===== config.mk =====
export PLATFORM = sky130hd
export DESIGN_NAME = rv_ifu_fetch
export DESIGN_NICKNAME = d
export VERILOG_FILES = /design/src/rtl/rv_ifu_fetch.sv
export SDC_FILE = /design/constraint.sdc
export NUM_CORES = 1
export LEC_CHECK = 0
export BUFFER_PORTS_ARGS = -buffer_cell sky130_fd_sc_hd__clkbuf_2
export CELL_PAD_IN_SITES_DETAIL_PLACEMENT = 0
export CELL_PAD_IN_SITES_GLOBAL_PLACEMENT = 2
export CORE_UTILIZATION = 28
export DETAILED_ROUTE_END_ITERATION = 16
export GPL_ROUTABILITY_DRIVEN = 0
export PLACE_DENSITY_LB_ADDON = 0.1
export REMOVE_ABC_BUFFERS = 1
export SETUP_SLACK_MARGIN = 0.15
export SLEW_MARGIN = 10
export SYNTH_ARGS = -nofsm -noshare
export SYNTH_HDL_FRONTEND = slang
export SYNTH_SLANG_ARGS = --single-unit
export TNS_END_PERCENT = 20

===== constraint.sdc =====
create_clock -name clk -period 4 [get_ports clk]
set_input_delay 0.8 -clock clk [delete_from_list [all_inputs] [get_ports clk]]
set_output_delay 0.8 -clock clk [all_outputs]
set_load 0.01 [all_outputs]

===== src/rtl/rv_ifu_fetch.sv =====
// rv_ifu_fetch: PC owner and single-outstanding instruction fetch feeding the IF->ID handshake.
// Defining IFU_PERF_CNT_EN adds saturating perf_fetch_cnt / perf_stall_cnt outputs.
module rv_ifu_fetch #(
    parameter int               WIDTH    = 32,
    parameter logic [WIDTH-1:0] RESET_PC = 32'h8000_0000
) (
    input  logic               clk,
    input  logic               rst,
    output logic               imem_req_valid,
    input  logic               imem_req_ready,
    output logic [WIDTH-1:0]   imem_req_addr,
    input  logic               imem_resp_valid,
    input  logic [WIDTH-1:0]   imem_resp_data,
    input  logic               redirect_valid,
    input  logic [WIDTH-1:0]   redirect_pc,
    input  logic               halt,
    output logic               IF_ID_valid,
    input  logic               IF_ID_ready,
    output logic [2*WIDTH-1:0] IF_ID_message
`ifdef IFU_PERF_CNT_EN
    ,
    output logic [31:0]        perf_fetch_cnt,
    output logic [31:0]        perf_stall_cnt
`endif
);
    typedef enum logic [1:0] {S_IDLE, S_REQ, S_WAIT} state_t;

    state_t             state_q, state_d;
    logic [WIDTH-1:0]   pc_q, pc_d, req_pc_q, req_pc_d, redir_pc;
    logic               kill_q, kill_d, valid_q, valid_d, req_fire, deliver;
    logic [2*WIDTH-1:0] msg_q, msg_d;

    assign redir_pc       = {redirect_pc[WIDTH-1:2], 2'b00};
    assign imem_req_valid = (state_q == S_REQ) & ~halt & ~redirect_valid & (~valid_q | IF_ID_ready);
    assign imem_req_addr  = pc_q;
    assign req_fire       = imem_req_valid & imem_req_ready;
    assign deliver        = (state_q == S_WAIT) & imem_resp_valid & ~kill_q & ~redirect_valid;
    assign IF_ID_valid    = valid_q;
    assign IF_ID_message  = msg_q;

    always_comb begin
        state_d  = state_q;
        pc_d     = pc_q;
        req_pc_d = req_pc_q;
        kill_d   = kill_q;
        valid_d  = valid_q & ~IF_ID_ready;
        msg_d    = msg_q;
        case (state_q)
            S_IDLE: begin
                state_d = S_REQ;
                pc_d    = redirect_valid ? redir_pc : pc_q;
            end
            S_REQ: begin
                if (redirect_valid) begin
                    pc_d = redir_pc;
                end else if (req_fire) begin
                    req_pc_d = pc_q;
                    state_d  = S_WAIT;
                end
            end
            S_WAIT: begin
                // A response always closes the outstanding request; kill only decides whether it is kept.
                if (imem_resp_valid) begin
                    state_d = S_REQ;
                    kill_d  = 1'b0;
                    pc_d    = redirect_valid ? redir_pc : (kill_q ? pc_q : req_pc_q + WIDTH'(4));
                end else if (redirect_valid) begin
                    kill_d = 1'b1;
                    pc_d   = redir_pc;
                end
            end
            default: state_d = S_IDLE;
        endcase
        if (deliver) begin
            valid_d = 1'b1;
            msg_d   = {req_pc_q, imem_resp_data};
        end
        if (redirect_valid) valid_d = 1'b0;
    end

    always_ff @(posedge clk or posedge rst) begin
        if (rst) begin
            state_q  <= S_IDLE;
            pc_q     <= RESET_PC;
            req_pc_q <= '0;
            kill_q   <= 1'b0;
            valid_q  <= 1'b0;
            msg_q    <= '0;
        end else begin
            state_q  <= state_d;
            pc_q     <= pc_d;
            req_pc_q <= req_pc_d;
            kill_q   <= kill_d;
            valid_q  <= valid_d;
            msg_q    <= msg_d;
        end
    end

`ifdef IFU_PERF_CNT_EN
    logic [31:0] fetch_cnt_q, fetch_cnt_d, stall_cnt_q, stall_cnt_d;

    always_comb begin
        fetch_cnt_d = (valid_q & IF_ID_ready & !(&fetch_cnt_q)) ? fetch_cnt_q + 32'd1 : fetch_cnt_q;
        stall_cnt_d = ((state_q == S_WAIT) & !(&stall_cnt_q)) ? stall_cnt_q + 32'd1 : stall_cnt_q;
    end

    always_ff @(posedge clk or posedge rst) begin
        if (rst) begin
            fetch_cnt_q <= '0;
            stall_cnt_q <= '0;
        end else begin
            fetch_cnt_q <= fetch_cnt_d;
            stall_cnt_q <= stall_cnt_d;
        end
    end

    assign perf_fetch_cnt = fetch_cnt_q;
    assign perf_stall_cnt = stall_cnt_q;
`endif
endmodule

==> flow_metrics.tcl <==
set metrics [dict create \
    grt_pass1_vias 4806 \
    crit_arrival_ps 1600 \
    fin_nets 811 \
    hpwl_um 11100 \
    worst_pin_slew_ps 1040 \
    synth_ff_type "dfrtp_1" \
    cp_max_fo 8 \
    synth-xor-area-share_pct 4.06 \
    slew_headroom_pct 30.5 \
    gr-usage-met3_pct 3.84 \
    crit_buf_inv 2 \
    cp_slowest_cell "nor4_4" \
    core_area_mm2 0.0203 \
    cp_cell_sequence "clkbuf_2, nand2b_1, nor4_4, clkbuf_2" \
    postCtsHoldBufs 0 \
    synth_simple_gate_area_share_pct 20.8 \
    avgSynthCellArea_um2 10.1 \
    die_width_um 146 \
    timing.final.crit_share_pct 60.0 \
    synth.largest_area_cell "dfrtp_1" \
    h-tree-depth 4 \
    fmax_mhz 417 \
    wire_per_inst_um 16.6 \
    drtAntennaViolNets 0 \
    die_y_um 146 \
    clk_latency_ps 410 \
    placed_cells 990 \
    portBuffers 166 \
    setup_tns_ps 0 \
    crit_path_start_kind "input port" \
    leakagePower_nw 3.76 \
    skew_ps 10.6 \
    drtPass1Iterations 4 \
    rsz0062_at_grt "no" \
    synth_cells 576 \
    met2_usage_pct 25.6 \
    peakVddDrop_v 0.000249 \
    vias_per_cell 4.52 \
    ys_ff_latch 132 \
    grt_pass1_wl_um 27300 \
    end_kind "primary output" \
    io_pins 169 \
    synth_cell_types 43 \
    die_area_mm2 0.0214 \
    drive_above_1_share_pct 32.7 \
    busiest_layer "met2" \
    clock-root-buffer "clkbuf_16" \
    synth_top_family_by_area "simple AND/OR/NAND/NOR gates" \
    post_cts_buffers 0 \
    clkSinkCount 132 \
    via_count 4622 \
    clockBufferDepth 2 \
    num_rows 52 \
    grt_util_all_layers_pct 16.6 \
    synth_top_cells_by_area "dfrtp_1 56%, nand2_1 13%, mux2_2 5.8%, xnor2_1 3.0%, o21ai_0 2.1%" \
    drv_slew 0 \
    synth_area_mm2 0.00583 \
    muxShareOfSynthArea_pct 6.18 \
    met1_usage_pct 22.8 \
    cts_made_buffers 17 \
    synth_top_area_share_pct 56.3 \
    start_util_pct 28.7 \
    synth-edff-count 0 \
    fin_crit_ps 2400 \
    crit_family "simple AND/OR/NAND/NOR gates" \
    synthTopCellsByCount "199 x nand2_1, 131 x dfrtp_1, 30 x mux2_2, 24 x o21ai_0, 20 x xnor2_1" \
    cap_violations 0 \
    setup_viol 0 \
    cp_common_cell "clkbuf_2" \
    area_delta_synth_final_pct 28.3 \
    routed_wl_um 16900 \
    synthAdderAreaFrac_pct 0.215 \
    place_ws_ps 1220 \
    async_reset_ff_share_pct 100 \
    hold_violations 0 \
    utilization_pct 36.8 \
    cpPeakStageDelay_ps 250 \
    grt_overflow 0 \
    min_path_type "reg -> reg" \
    synth_compound_area_share_pct 8.50 \
    worstPathRequired_ps 3200 \
    drtIter0Drc 225 \
    stdcell_count 1022 \
    route.detailed.drc 0 \
    p_per_area_mw_per_mm2 561 \
    grt_antenna_before_repair 0 \
    ctsResizeCount 0 \
    finalWorstSetupSlack_ps 1600 \
    clk_pin_slew_worst_paths_ps 60 \
    grt_max_degree 110 \
    status "finished clean" \
    ys_seq_area_share_pct 56.7 \
    ys.warnings.count 0 \
    rrSetupSlack_ps 1850 \
    crit_type "in -> out" \
    cts_tree "built" \
    diodes 0 \
    synth.most_common_cell "nand2_1" \
]
==> worst paths after layout <==
kind,startpoint,to,cells past startpoint
max in group asynchronous,rst,IF_ID_message[28],3
min in group asynchronous,rst,IF_ID_message[3],2
hold reg to reg,IF_ID_message[0],IF_ID_message[0],2
hold / removal,IF_ID_message[0],IF_ID_message[0],2
setup / recovery,redirect_valid,imem_req_valid,4
setup reg to reg,state_q[1],req_pc_q[19],3
==> placed cells by master (no fill, tap or decap), drive strengths merged, types with 3 or more instances in the layout <==
cell	instances
a21o	3
a21oi	20
a22oi	14
and3	3
and4	4
buf	7
clkbuf	194
dfrtp	131
inv	6
mux2	32
nand2	201
nand2b	3
nand3	12
nand4	6
nor2	10
nor2b	5
nor3	13
nor4	6
o21ai	29
o22ai	13
xnor2	20
xor2	7
==> worst reg2reg max path: stages, from the launching register on <==
cell and delay [ps]:
dfrtp_1 500, nor4_4 350, nand2_2 610, mux2_1 570
==> cell families (layout without fill, tap and decap cells) <==
| kind of cell | after synthesis | count (layout) |
|---|---|---|
| compound gates | 83 | 83 |
| fa+ha+maj | 1 | 1 |
| mux | 32 | 32 |
| simple gates | 266 | 266 |
| flops | 132 | 132 |
| xor+xnor | 27 | 27 |
| buf+inv | 35 | 211 |
==> routing by layer <==
| metal | wire length (um) | part of all wire, % |
|---|---|---|
| met1 | 8260 | 49 |
| met2 | 7690 | 45 |
| met3 | 778 | 4.6 |
| met4 | 191 | 1.1 |
| met5 | 0 | 0 |
==> sequential cells by signal, indices dropped and copies added (netlist names) <==
signal and flops:
IF_ID_message 64, IF_ID_valid 1, imem_req_addr 32, kill_q 1, req_pc_q 32, state_q 2
==> cell type report <==
type,instances,area (um^2)
fill,2157,12800
multi-input combinational,409,2320
tap,270,338
timing repair buffer,173,896
inverter,6,27.5
sequential,132,3300
clock buffer,28,517
clock inverter,4,72.6
==> stage by stage <==
step	power (mW)	cell area, um^2	hold slack [ps]
detailed placement	2.68	6890	461
global route	4.45	7480	489
CTS	4.28	7480	476
global placement	2.66	6890	458
floorplan	2.31	5640	456
finish	4.20	7480	469
==> power by group <==
group / switching, mW / total [mW] / internal, mW
Combinational: 0.409 / 0.771 / 0.362
Sequential: 0.285 / 1.87 / 1.59
Clock: 0.549 / 1.55 / 1.00
Total: 1.24 / 4.20 / 2.95
Power figures use the tool's default switching activity.
